### src/rtl/seg_step_beep_if.sv
// Step-in / display-out bundle between the time-base consumer (slave) and its driver (master).
interface seg_step_beep_if;
   logic       change_flag;
   logic       hold;
   logic [3:0] digit;
   logic [5:0] seg_sel;
   logic [7:0] seg_led;
   logic       beep;

   modport master (output change_flag, hold, input digit, seg_sel, seg_led, beep);
   modport slave  (input change_flag, hold, output digit, seg_sel, seg_led, beep);
endinterface

### src/rtl/seg_step_beep.sv
// Hex digit stepper driving a static 7-segment display; with SEG_BEEP_EN defined it also
// sounds a square-wave tone burst on the buzzer each time the digit wraps to 0.
module seg_step_beep #(
   parameter int DIGIT_MAX   = 15,
   parameter int BEEP_CYCLES = 5_000_000,
   parameter int TONE_HALF   = 12_500
) (
   input logic            clk,
   input logic            rst,
   seg_step_beep_if.slave bus
);

   if (DIGIT_MAX < 1 || DIGIT_MAX > 15 ||
       BEEP_CYCLES < 1 || BEEP_CYCLES > (1 << 23) ||
       TONE_HALF < 1 || TONE_HALF > (1 << 14)) begin : g_param_check
      $error("seg_step_beep: parameter out of range");
   end

   localparam logic [3:0] DIGIT_LAST = 4'(DIGIT_MAX);

   logic       flag_d;
   logic [3:0] digit_q;
   logic [7:0] seg_led_q;
   logic [5:0] seg_sel_q;
   logic       step;
   logic       wrap;

   // A held flag steps once; a step seen while hold is high is simply lost.
   assign step = bus.change_flag & ~flag_d & ~bus.hold;
   assign wrap = step & (digit_q == DIGIT_LAST);

   function automatic logic [7:0] seg_decode(input logic [3:0] d);
      logic [7:0] pat;
      // NOTE: a default on every path keeps decode logic purely combinational.
      pat = 8'hFF;
      unique case (d)
         4'h0: pat = 8'hC0;
         4'h1: pat = 8'hF9;
         4'h2: pat = 8'hA4;
         4'h3: pat = 8'hB0;
         4'h4: pat = 8'h99;
         4'h5: pat = 8'h92;
         4'h6: pat = 8'h82;
         4'h7: pat = 8'hF8;
         4'h8: pat = 8'h80;
         4'h9: pat = 8'h90;
         4'hA: pat = 8'h88;
         4'hB: pat = 8'h83;
         4'hC: pat = 8'hC6;
         4'hD: pat = 8'hA1;
         4'hE: pat = 8'h86;
         4'hF: pat = 8'h8E;
         default: pat = 8'hFF;
      endcase
      return pat;
   endfunction

   // NOTE: state is updated with non-blocking assignments so every register samples
   // pre-edge values; seg_led therefore lags digit by exactly one clock.
   always_ff @(posedge clk) begin
      if (rst) begin
         flag_d    <= 1'b0;
         digit_q   <= '0;
         seg_led_q <= 8'hFF;
         seg_sel_q <= 6'h3F;
      end else begin
         flag_d    <= bus.change_flag;
         seg_led_q <= seg_decode(digit_q);
         seg_sel_q <= 6'h00;
         if (step) begin
            digit_q <= wrap ? 4'h0 : digit_q + 4'd1;
         end
      end
   end

   assign bus.digit   = digit_q;
   assign bus.seg_led = seg_led_q;
   assign bus.seg_sel = seg_sel_q;

`ifdef SEG_BEEP_EN
   typedef enum logic {IDLE, TONE} beep_state_e;

   localparam logic [22:0] DUR_LAST  = 23'(BEEP_CYCLES - 1);
   localparam logic [13:0] TONE_LAST = 14'(TONE_HALF - 1);

   beep_state_e state;
   logic [22:0] dur_cnt;
   logic [13:0] tone_cnt;
   logic        beep_q;

   // A wrap always (re)starts the burst, whether idle or mid-tone.
   always_ff @(posedge clk) begin
      if (rst) begin
         state    <= IDLE;
         dur_cnt  <= '0;
         tone_cnt <= '0;
         beep_q   <= 1'b0;
      end else if (wrap) begin
         state    <= TONE;
         dur_cnt  <= '0;
         tone_cnt <= '0;
         beep_q   <= 1'b1;
      end else begin
         unique case (state)
            IDLE: begin
               beep_q <= 1'b0;
            end
            TONE: begin
               if (dur_cnt == DUR_LAST) begin
                  state    <= IDLE;
                  dur_cnt  <= '0;
                  tone_cnt <= '0;
                  beep_q   <= 1'b0;
               end else begin
                  dur_cnt <= dur_cnt + 23'd1;
                  if (tone_cnt == TONE_LAST) begin
                     tone_cnt <= '0;
                     beep_q   <= ~beep_q;
                  end else begin
                     tone_cnt <= tone_cnt + 14'd1;
                  end
               end
            end
            default: state <= IDLE;
         endcase
      end
   end

   assign bus.beep = beep_q;
`else
   assign bus.beep = 1'b0;
`endif

endmodule

### src/flat_wrapper.sv
// flat-port wrapper written by rule: the top's interface ports become plain ports
module seg_step_beep_flat 
#(
   parameter int DIGIT_MAX   = 15,
   parameter int BEEP_CYCLES = 5_000_000,
   parameter int TONE_HALF   = 12_500
)
  (clk, rst, bus_change_flag, bus_hold, bus_digit, bus_seg_sel, bus_seg_led, bus_beep);
  seg_step_beep_if bus_i ();
  input logic clk;
  input logic rst;
  input wire logic [$bits(bus_i.change_flag)-1:0] bus_change_flag;
  input wire logic [$bits(bus_i.hold)-1:0] bus_hold;
  output wire logic [$bits(bus_i.digit)-1:0] bus_digit;
  output wire logic [$bits(bus_i.seg_sel)-1:0] bus_seg_sel;
  output wire logic [$bits(bus_i.seg_led)-1:0] bus_seg_led;
  output wire logic [$bits(bus_i.beep)-1:0] bus_beep;
  assign bus_i.change_flag = bus_change_flag;
  assign bus_i.hold = bus_hold;
  assign bus_digit = bus_i.digit;
  assign bus_seg_sel = bus_i.seg_sel;
  assign bus_seg_led = bus_i.seg_led;
  assign bus_beep = bus_i.beep;
  seg_step_beep #(.DIGIT_MAX(DIGIT_MAX), .BEEP_CYCLES(BEEP_CYCLES), .TONE_HALF(TONE_HALF)) u_core (.clk(clk), .rst(rst), .bus(bus_i));
endmodule
### config.mk
export PLATFORM = sky130hd
export DESIGN_NAME = seg_step_beep_flat
export DESIGN_NICKNAME = d
export VERILOG_FILES = /design/src/rtl/seg_step_beep_if.sv /design/src/rtl/seg_step_beep.sv /design/src/flat_wrapper.sv
export SDC_FILE = /design/constraint.sdc
export NUM_CORES = 1
export LEC_CHECK = 0
export BUFFER_PORTS_ARGS = -buffer_cell sky130_fd_sc_hd__clkbuf_2
export CORE_UTILIZATION = 43
export CTS_BUF_LIST = sky130_fd_sc_hd__clkbuf_16
export DETAILED_ROUTE_END_ITERATION = 10
export PLACE_DENSITY = 0.77
export SLEW_MARGIN = 10
export SYNTH_ARGS = -nofsm -noshare
export SYNTH_HDL_FRONTEND = slang
export SYNTH_SLANG_ARGS = --single-unit
### constraint.sdc
create_clock -name clk -period 1.3 [get_ports clk]
set_clock_uncertainty 0.05 [all_clocks]
set_input_delay 0.195 -clock clk [delete_from_list [all_inputs] [get_ports clk]]
set_output_delay 0.195 -clock clk [all_outputs]
set_load 0.05 [all_outputs]
* Yosys cells after proc, flatten, opt, wreduce, memory -nomap -nowiden
Memory sizes are Yosys's and may differ from the RTL's. A register that Yosys moved wholly into a read port is not among the register bits.
Cells that the tools add are included.
** Storage, ports and cells
- Word-level logic and storage cells :: 14
- Output and inout bits :: 19
- Memories kept :: 1
- Bits in read-only memories :: 112
- Register bits :: 19
- Input bits :: 4
** Cells by class
- Equality and inequality tests :: 1
- $add $sub $neg :: 1
- Muxes and demuxes :: 2
- Bitwise operators :: 5
** Memories
- (name not given) :: words 16, bits a word 7, read ports 1, clocked after Yosys merged registers in 1, write ports 0, line seg_step_beep.sv:36 : unique case (d)
** Operator list (number)
- 2-to-1 mux 6 bit :: 1
- adder 4 x 1 -> 4 bit (second input constant) :: 1
- == test 4 bit (second input constant) :: 1
- 2-to-1 mux 4 bit :: 1
- AND 1 bit :: 3
- inverter 1 bit :: 2

* Longest topological paths before layout
Gate-level depths: netlist of the first run.
- Depth in word-level cells :: 5
- Mapped depth :: 5
- Mapped depth without buffers :: 5

* Least setup slack after synthesis of the first run
OpenSTA, ideal clock, no wires.
- Path type :: register -> register
- Start point :: register u_core.digit_q[0], in the netlist u_core.bus.digit[0]
- End point :: register u_core.seg_led_q[6], in the netlist u_core.bus.seg_led[6]
- Library setup time :: 0.122 ns
- Path slack :: -0.612 ns
- Stages on the path, launching flop included :: 5
- Period minus slack after synthesis :: 1.912 ns
- Data arrival time :: 1.740 ns
- Path buffers :: 0
- Cells stage by stage :: dfxtp_1 -> inv_1 -> ha_1 -> mux2_2 -> a221o_1
** RTL lines
- start, declared :: line seg_step_beep.sv:22 : logic [3:0] digit_q;
- start signal, assigned :: line seg_step_beep.sv:71 : digit_q <= wrap ? 4'h0 : digit_q + 4'd1;
- end, declared :: line seg_step_beep.sv:23 : logic [7:0] seg_led_q;

==> impl_metrics.ini, run 1 <==
[sta]
fin_crit_sh = 1.010
rsz0062_at_grt = yes
fmax_ghz = 0.7615
timing.final.ws_setup_ns = -0.01321
hold_viol = 0
drv_slew = 0
setup_viol = 1
whs_ns = 0.1966
tns_ns = -0.01321
finalCriticalPeriod_ns = 1.313

[synth]
synth.most_common_cell = dfxtp_1
netlist_area_sq_um = 716.9
synth_area_per_cell_sq_um = 8.851
seq_area_frac_synth = 0.3630
ys_seq_elements = 13
synth_common_cells = 13 x dfxtp_1, 7 x buf_4, 7 x ha_1
synth_top_area_cell = dfxtp_1
synth.area.top_cells = dfxtp_1 36%, ha_1 12%, buf_4 7.3%
synth_top_area_share = 0.3630
ys_async_sr_fraction = 0
syn_inst = 81
netlist-cell-type-count = 28
yosysWarnings = 0
synth-edff-count = 0
syn-num-nets = 92
ys.flop_type = dfxtp_1

[final_layout]
seq_area_sq_um = 272.8
drive_gt1_frac = 0.5140
fin_nets = 119
fill_cells = 123
multi_input_area_sq_um = 436.7
area_delta_synth_final_pct = 45.55
n_antenna_cell = 0

[status]
status = finished with violations
failed_checks = negative setup slack

[cts]
clkLatencyLatePin_ns = 0.24
numCtsBuffers = 3
clk_pin_slew_ns = 0.05
cts_buffer_depth = 2
cts_tree = built
cts.htree.levels = 1
clock_sinks = 13
clock-root-buffer = clkbuf_16

[worst_hold_path]
hold_end = u_core.flag_d
min_path_cells = 2
hold_start = bus_change_flag
hp-class = input port to flip-flop

[run]
cap_violations = 0

[place]
place_ws_ns = -0.06849
place.gp.congestion = 0.8633
dpl.hpwl_mm = 1.084
portBuffers = 20

[critical_path]
ff2ff_path_depth = 4
critPathLaunchType = flip-flop
r2r-start = u_core.bus.digit[0]
cp.arrival_ns = 1.39
critical_path_required_ns = 1.38
critPathCaptureType = flip-flop
reg2reg_slack_ns = -0.01
crit_type = flip-flop to flip-flop
critPathMaxFanout = 6
regToRegEndpoint = u_core.bus.seg_led[6]

[global_route]
grt_pass1_vias = 549
grt_pass1_wl_mm = 2.511
grt_max_degree = 17
grt_overflow_total = 0
antenna_found_initial = 0
grt_use_total = 0.1919

[route]
post-route-drc-count = 0
via_per_inst = 5.285
vias = 650
first_iter_violations = 12
drtAntennaViolNets = 0
firstDrtPassIters = 4
drt-total-wl_mm = 1.622
avgRoutedWirePerCell_um = 13.19

[floorplanning]
start_util = 0.4704
num_rows = 14
fp.dieW_um = 42.83
die_area_sq_um = 1834
core_sq_um = 1524
ios = 23
die_h_um = 42.83

[power_and_ir_drop]
finalPower_mw = 1.238
powerDensity_nw_per_um2 = 1187
leakage_nw = 0.4561
irDropWorstVdd_mv = 0.6814
==> what timing repair did <==
action                                  in CTS  in global routing
buffers inserted                             2                  1
resized for setup                            9                 11
pin swaps                                    2                  4
hold buffers                                 0                  0
endpoints found under the setup margin       6                  6
cloned                                       0                  0
==> how the worst max path moves through the flow <==
stage | depth (start not counted) | to | from | slack, ns
finish | 4 | u_core.bus.seg_led[6] | u_core.bus.digit[0] | -0.01
global route | 5 | u_core.bus.seg_led[0] | u_core.bus.digit[1] | -0.04
CTS | 3 | u_core.bus.seg_led[6] | u_core.bus.digit[0] | -0.03
detailed placement | 4 | u_core.bus.seg_led[5] | u_core.bus.digit[1] | -0.07
global placement | 4 | u_core.bus.seg_led[6] | u_core.bus.digit[0] | -0.05
floorplan | 4 | u_core.bus.seg_led[6] | u_core.bus.digit[0] | -0.15
==> flip-flops by register name, indices dropped and copies added (netlist names) <==
register,cells
u_core.bus.seg_led,7
u_core.bus.digit,4
u_core.bus.seg_sel,1
u_core.flag_d,1
==> through the flow <==
step                      utilization  area [sq um]  cells
final                          0.6847          1044    123
after global routing           0.6847          1044    123
after CTS                      0.6568          1001    122
after detailed placement       0.5723         872.1    116
after global placement         0.5723         872.1    116
after floorplan                     -         749.5     81
==> per-layer routing <==
layer,share of wire,up-vias,GRT usage
li1,-,321,-
met1,0.45,305,0.2178
met2,0.49,22,0.3091
met3,0.053,2,0.06383
met4,0.0074,0,0.1125
met5,0,-,0
==> final cells by class <==
class	count	area share
clock buffers	3	0.07194
clock inverters	1	0.003597
flip-flops and latches	13	0.2614
multi-input cells	53	0.4185
well taps	16	0.01918
repair buffers	33	0.2014
inverters	4	0.02398
==> worst max-delay path: stages, from the launching register on <==
cell	delay, ns
dfxtp_4	0.40
inv_6	0.06
ha_4	0.15
mux2_4	0.25
a221o_1	0.29
==> cells in the final DEF (no fill, tap or decap) <==
cell       count
a211o_1        3
a211oi_1       1
a21oi_1        6
a221o_1        2
a311o_1        1
buf_2          2
buf_4         12
buf_6          1
clkbuf_16      3
clkbuf_2      17
clkbuf_8       1
conb_1         2
dfxtp_1        9
dfxtp_2        1
dfxtp_4        3
ha_1           1
ha_2           3
ha_4           3
inv_1          2
inv_2          1
inv_6          2
mux2_4         2
mux2i_1        1
nand2_1        4
nand2b_4       1
nand3_1        3
nand4bb_1      1
nor2_1         5
nor2_2         1
nor2b_1        2
nor2b_2        1
nor3_1         2
nor3b_1        1
o21ai_0        2
o21ai_1        2
or3_1          2
or3b_4         1
==> report_power, final <==
part | total, mW | leakage (nW) | internal, mW | switching (mW)
combinational | 0.231 | 0.303 | 0.0695 | 0.161
sequential | 0.430 | 0.111 | 0.416 | 0.0142
clock | 0.577 | 0.0423 | 0.406 | 0.171
==> cells by family after synthesis <==
| logic type | Yosys count | synth area share |
|---|---|---|
| AO/OA/AOI/OAI | 17 | 0.1588 |
| other | 2 | 0.01048 |
| AND/OR/NAND/NOR | 24 | 0.1815 |
| adder cells (fa/ha/maj) | 7 | 0.1222 |
| flip-flops | 13 | 0.3630 |
| buffers and inverters | 15 | 0.1187 |
| multiplexers | 3 | 0.04537 |
Note: power is estimated with default switching activity, not from simulation.
==> run 2: changes to the inputs <==
--- a/config.mk
+++ b/config.mk
@@ -10,6 +10,7 @@
 export CTS_BUF_LIST = sky130_fd_sc_hd__clkbuf_16
 export DETAILED_ROUTE_END_ITERATION = 10
 export PLACE_DENSITY = 0.77
+export SKIP_CTS_REPAIR_TIMING = 1
 export SLEW_MARGIN = 10
 export SYNTH_ARGS = -nofsm -noshare
 export SYNTH_HDL_FRONTEND = slang
==> impl_metrics.ini, run 2 (synthesis gave the netlist of run 1 again) <==
[route]
drtAntennaViolNets = 0
vias = 664
drt-total-wl_mm = 1.554
firstDrtPassIters = 4
via_per_inst = 5.443
avgRoutedWirePerCell_um = 12.74
first_iter_violations = 18
post-route-drc-count = 0

[critical_path]
cp.arrival_ns = 1.40
r2r-start = u_core.bus.digit[1]
cpMaxStageDelayCell = dfxtp_4
crit_chain = inv_6 -> ha_4 -> mux2_4 -> a221o_1
critPathMaxFanout = 5
max_stage_delay_ns = 0.39
critPathLaunchType = flip-flop
ff2ff_path_depth = 4
crit_buf_inv = 1
crit_type = flip-flop to flip-flop
worst_path_dominant_cell_family = flip-flops
critical_path_required_ns = 1.37
reg2reg_slack_ns = -0.03
regToRegEndpoint = u_core.bus.seg_led[6]
critPathCaptureType = flip-flop

[final_layout]
drive_gt1_frac = 0.5094
final_cell_mix = 19 x clkbuf_2, 12 x buf_4, 9 x dfxtp_1
layout_commonest_cell = clkbuf_2
n_antenna_cell = 0
largest_reg_flops = 7
fin_nets = 118
fill_cells = 130
area_delta_synth_final_pct = 42.23

[power_and_ir_drop]
powerDensity_nw_per_um2 = 1202
irDropWorstVdd_mv = 0.6777
finalPower_mw = 1.226
leakage_nw = 0.4492

[cts]
cts_tree = built
clock-root-buffer = clkbuf_16
clkLatencyLatePin_ns = 0.24
cts_buffer_depth = 2
clk_pin_slew_ns = 0.04
clock_sinks = 13
numCtsBuffers = 3
cts.htree.levels = 1

[sta]
whs_ns = 0.1678
fin_crit_sh = 1.023
timing.final.ws_setup_ns = -0.02998
setup_viol = 3
drv_slew = 0
fmax_ghz = 0.7519
hold_viol = 0
finalCriticalPeriod_ns = 1.330
rsz0062_at_grt = yes

[floorplanning]
start_util = 0.4704
die_h_um = 42.83
die_area_sq_um = 1834
num_rows = 14
fp.dieW_um = 42.83
ios = 23
core_sq_um = 1524

[global_route]
grt_pass1_vias = 546
grt_overflow_total = 0
antenna_found_initial = 0
grt_pass1_wl_mm = 2.415
grt_use_total = 0.1849
grt_max_degree = 17

[place]
portBuffers = 20
place_ws_ns = -0.06849
place.gp.congestion = 0.8633
dpl.hpwl_mm = 1.084

[run]
cap_violations = 0

[worst_hold_path]
hold_end = u_core.flag_d
min_path_cells = 2
hp-class = input port to flip-flop
hold_start = bus_change_flag

[status]
failed_checks = negative setup slack
status = finished with violations
-- run 2: changes by cell type in the layout (fill, tap and decap cells not counted), sizes merged --
cell / previous run / this run
clkbuf: 21 / 22
buf: 15 / 13
-- run 2: final cells by class --
class,instances,area (sq um),share of cell area
Timing Repair Buffer,32,196.4,0.1926
Clock buffer,3,75.07,0.07362
Multi-Input combinational cell,53,426.7,0.4184
Clock inverter,1,3.754,0.003681
Tap cell,16,20.02,0.01963
Sequential cell,13,272.8,0.2675
Inverter,4,25.02,0.02454
-- run 2: routing by layer --
metal | up-vias | track usage | wire (um)
met5 | - | 0 | 0
met3 | 2 | 0.07234 | 98
met1 | 315 | 0.2126 | 676
li1 | 319 | - | -
met2 | 28 | 0.2727 | 764
met4 | 0 | 0.1375 | 15
-- run 2: how the worst max path moves through the flow --
stage	from	to	slack, ns	cells past startpoint
2_1_floorplan	u_core.bus.digit[0]	u_core.bus.seg_led[6]	-0.15	4
3_3_place_gp	u_core.bus.digit[0]	u_core.bus.seg_led[6]	-0.05	4
3_5_place_dp	u_core.bus.digit[1]	u_core.bus.seg_led[5]	-0.07	4
4_1_cts	u_core.bus.digit[1]	u_core.bus.seg_led[5]	-0.08	4
5_1_grt	u_core.bus.digit[1]	u_core.bus.seg_led[6]	-0.06	4
6_report	u_core.bus.digit[1]	u_core.bus.seg_led[6]	-0.03	4
-- run 2: where the power goes --
part / switching [mW] / internal [mW] / total [mW]
clock network: 0.163 / 0.405 / 0.567
registers: 0.0128 / 0.416 / 0.429
logic: 0.161 / 0.0686 / 0.229
-- run 2: stage by stage --
stage               area [sq um]  utilization  std cells  setup TNS, ns
detailed placement         872.1       0.5723        116        -0.1533
finish                      1020       0.6691        122       -0.03269
floorplan                  749.5            -         81        -0.5158
global route                1020       0.6691        122        -0.2131
global placement           872.1       0.5723        116       -0.08161
CTS                        950.9       0.6240        120        -0.2576
==> run 3: changes to the inputs <==
--- a/config.mk
+++ b/config.mk
@@ -5,6 +5,7 @@
 export SDC_FILE = /design/constraint.sdc
 export NUM_CORES = 1
 export LEC_CHECK = 0
+export ABC_AREA = 1
 export BUFFER_PORTS_ARGS = -buffer_cell sky130_fd_sc_hd__clkbuf_2
 export CORE_UTILIZATION = 43
 export CTS_BUF_LIST = sky130_fd_sc_hd__clkbuf_16
==> impl_metrics.ini, run 3 <==
[global_route]
grt_pass1_vias = 500
grt_use_total = 0.1598
grt_pass1_wl_mm = 2.159
grt_overflow_total = 0
antenna_found_initial = 0
grt_max_degree = 16

[synth]
ys_async_sr_fraction = 0
synth-edff-count = 0
netlist-cell-type-count = 18
synth_area_per_cell_sq_um = 8.035
synth.area.top_cells = dfxtp_1 36%, ha_1 12%, nand3_1 9.7%
seq_area_frac_synth = 0.3599
synth_top_area_cell = dfxtp_1
ys.flop_type = dfxtp_1
ys_seq_elements = 13
syn-num-nets = 101
netlist_area_sq_um = 723.2
yosysWarnings = 0
synth_top_area_share = 0.3599
syn_inst = 90
synth_common_cells = 15 x nand2_1, 14 x nand3_1, 13 x dfxtp_1
synth.most_common_cell = nand2_1

[route]
avgRoutedWirePerCell_um = 10.38
post-route-drc-count = 0
firstDrtPassIters = 4
first_iter_violations = 20
drtAntennaViolNets = 0
drt-total-wl_mm = 1.266
vias = 605
via_per_inst = 4.959

[worst_hold_path]
hp-class = input port to flip-flop

[power_and_ir_drop]
seqPwrFrac = 0.351
leakage_nw = 0.4230
finalPower_mw = 1.248
pwr-share-comb = 0.198
power.share.clock = 0.451
p_switching_uw = 361.8
powerDensity_nw_per_um2 = 1433
p_int_uw = 886.2
power_switching_share = 0.2899
irDropWorstVdd_mv = 1.180

[floorplanning]
die_area_sq_um = 1850
die_h_um = 43.01
start_util = 0.4692
core_sq_um = 1541
num_rows = 14
fp.dieW_um = 43.01
ios = 23

[status]
status = finished, final reports clean

[sta]
fin_crit_sh = 0.9622
timing.final.ws_setup_ns = 0.04920
drv_slew = 0
whs_ns = 0.05552
fmax_ghz = 0.7995
setup_viol = 0
finalCriticalPeriod_ns = 1.251
rsz0062_at_grt = yes
hold_viol = 0

[cts]
clock_sinks = 13
cts_buffer_depth = 2
numCtsBuffers = 3
cts_tree = built
clock-root-buffer = clkbuf_16
cts.htree.levels = 1
clk_pin_slew_ns = 0.04
clkLatencyLatePin_ns = 0.24

[critical_path]
critPathCaptureType = output port
cpMaxStageDelayCell = dfxtp_2
max_stage_delay_ns = 0.47
critPathMaxFanout = 15
crit_buf_inv = 1
worst_path_dominant_cell_family = flip-flops
cp.arrival_ns = 1.01
critical_path_required_ns = 1.05
crit_type = flip-flop to output port
critPathLaunchType = flip-flop
crit_chain = clkbuf_4

[final_layout]
largest_reg_flops = 7
postLayoutCoreUtil = 0.5649
seq_area_sq_um = 270.3
n_antenna_cell = 0
fill_cells = 168
drive_gt1_frac = 0.3302
multi_input_area_sq_um = 361.6
fin_nets = 118
final_area_sq_um = 870.8
area_delta_synth_final_pct = 20.42
layout_commonest_cell = clkbuf_2
final_cell_mix = 19 x clkbuf_2, 15 x nand2_1, 14 x nand3_1

[place]
placed_area_sq_um = 789.5
portBuffers = 20
place_ws_ns = 0.05330
place.gp.congestion = 0.8164
dpl.hpwl_um = 923.4

[run]
cap_violations = 0
run 3: changes by cell type in the layout (fill, tap and decap cells not counted), sizes merged, moves of 3 or more:
cell,before,now
a211o,3,0
buf,13,1
inv,5,9
nor2b,3,0
nand3,3,14
nand2,4,15
o21ai,4,8
run 3: path summary, 6_finish.rpt:
check                                          from               endpoint  slack [ns]  cells past startpoint
worst max-delay path            u_core.bus.digit[2]           bus_digit[2]        0.05                      1
worst max register to register  u_core.bus.digit[0]  u_core.bus.seg_led[3]        0.06                      5
worst min register to register  u_core.bus.digit[0]    u_core.bus.digit[0]        0.54                      2
worst min-delay path                            rst  u_core.bus.seg_sel[4]        0.06                      1
run 3: cell type report:
cell class	instances	area share
clock buffer	3	0.08621
inverter	8	0.03448
timing repair buffer	21	0.1264
clock inverter	1	0.004310
tap	16	0.02299
multi-input combinational	60	0.4152
sequential	13	0.3103
run 3: power by group through the flow:
stage / registers (mW) / logic (mW) / clock network [mW]
2_1_floorplan: 0.530 / 0.122 / 0
3_3_place_gp: 0.444 / 0.244 / 0
3_5_place_dp: 0.446 / 0.246 / 0
4_1_cts: 0.439 / 0.247 / 0.577
5_1_grt: 0.441 / 0.265 / 0.602
6_report: 0.438 / 0.247 / 0.563
run 3: through the flow:
stage,cells,setup TNS [ns]
4_1_cts,122,0
3_5_place_dp,118,0
3_3_place_gp,118,0
5_1_grt,122,-0.03201
6_report,122,0
2_1_floorplan,90,0
run 3: cell families after synthesis:
logic type | share of synthesized area
buffers and inverters | 0.1401
and+or+nand+nor | 0.2630
AOI/OAI and AO/OA | 0.09342
other | 0.01038
adders and majority gates | 0.1211
DFF | 0.3599
xor gates and xnor gates | 0.01211
run 3: routing by layer:
metal / wire (um) / global-route usage / up-vias
met2: 601 / 0.2515 / 24
met4: 21 / 0.07273 / 0
li1: - / - / 314
met1: 554 / 0.1818 / 262
met3: 89 / 0.07660 / 5
met5: 0 / 0 / -
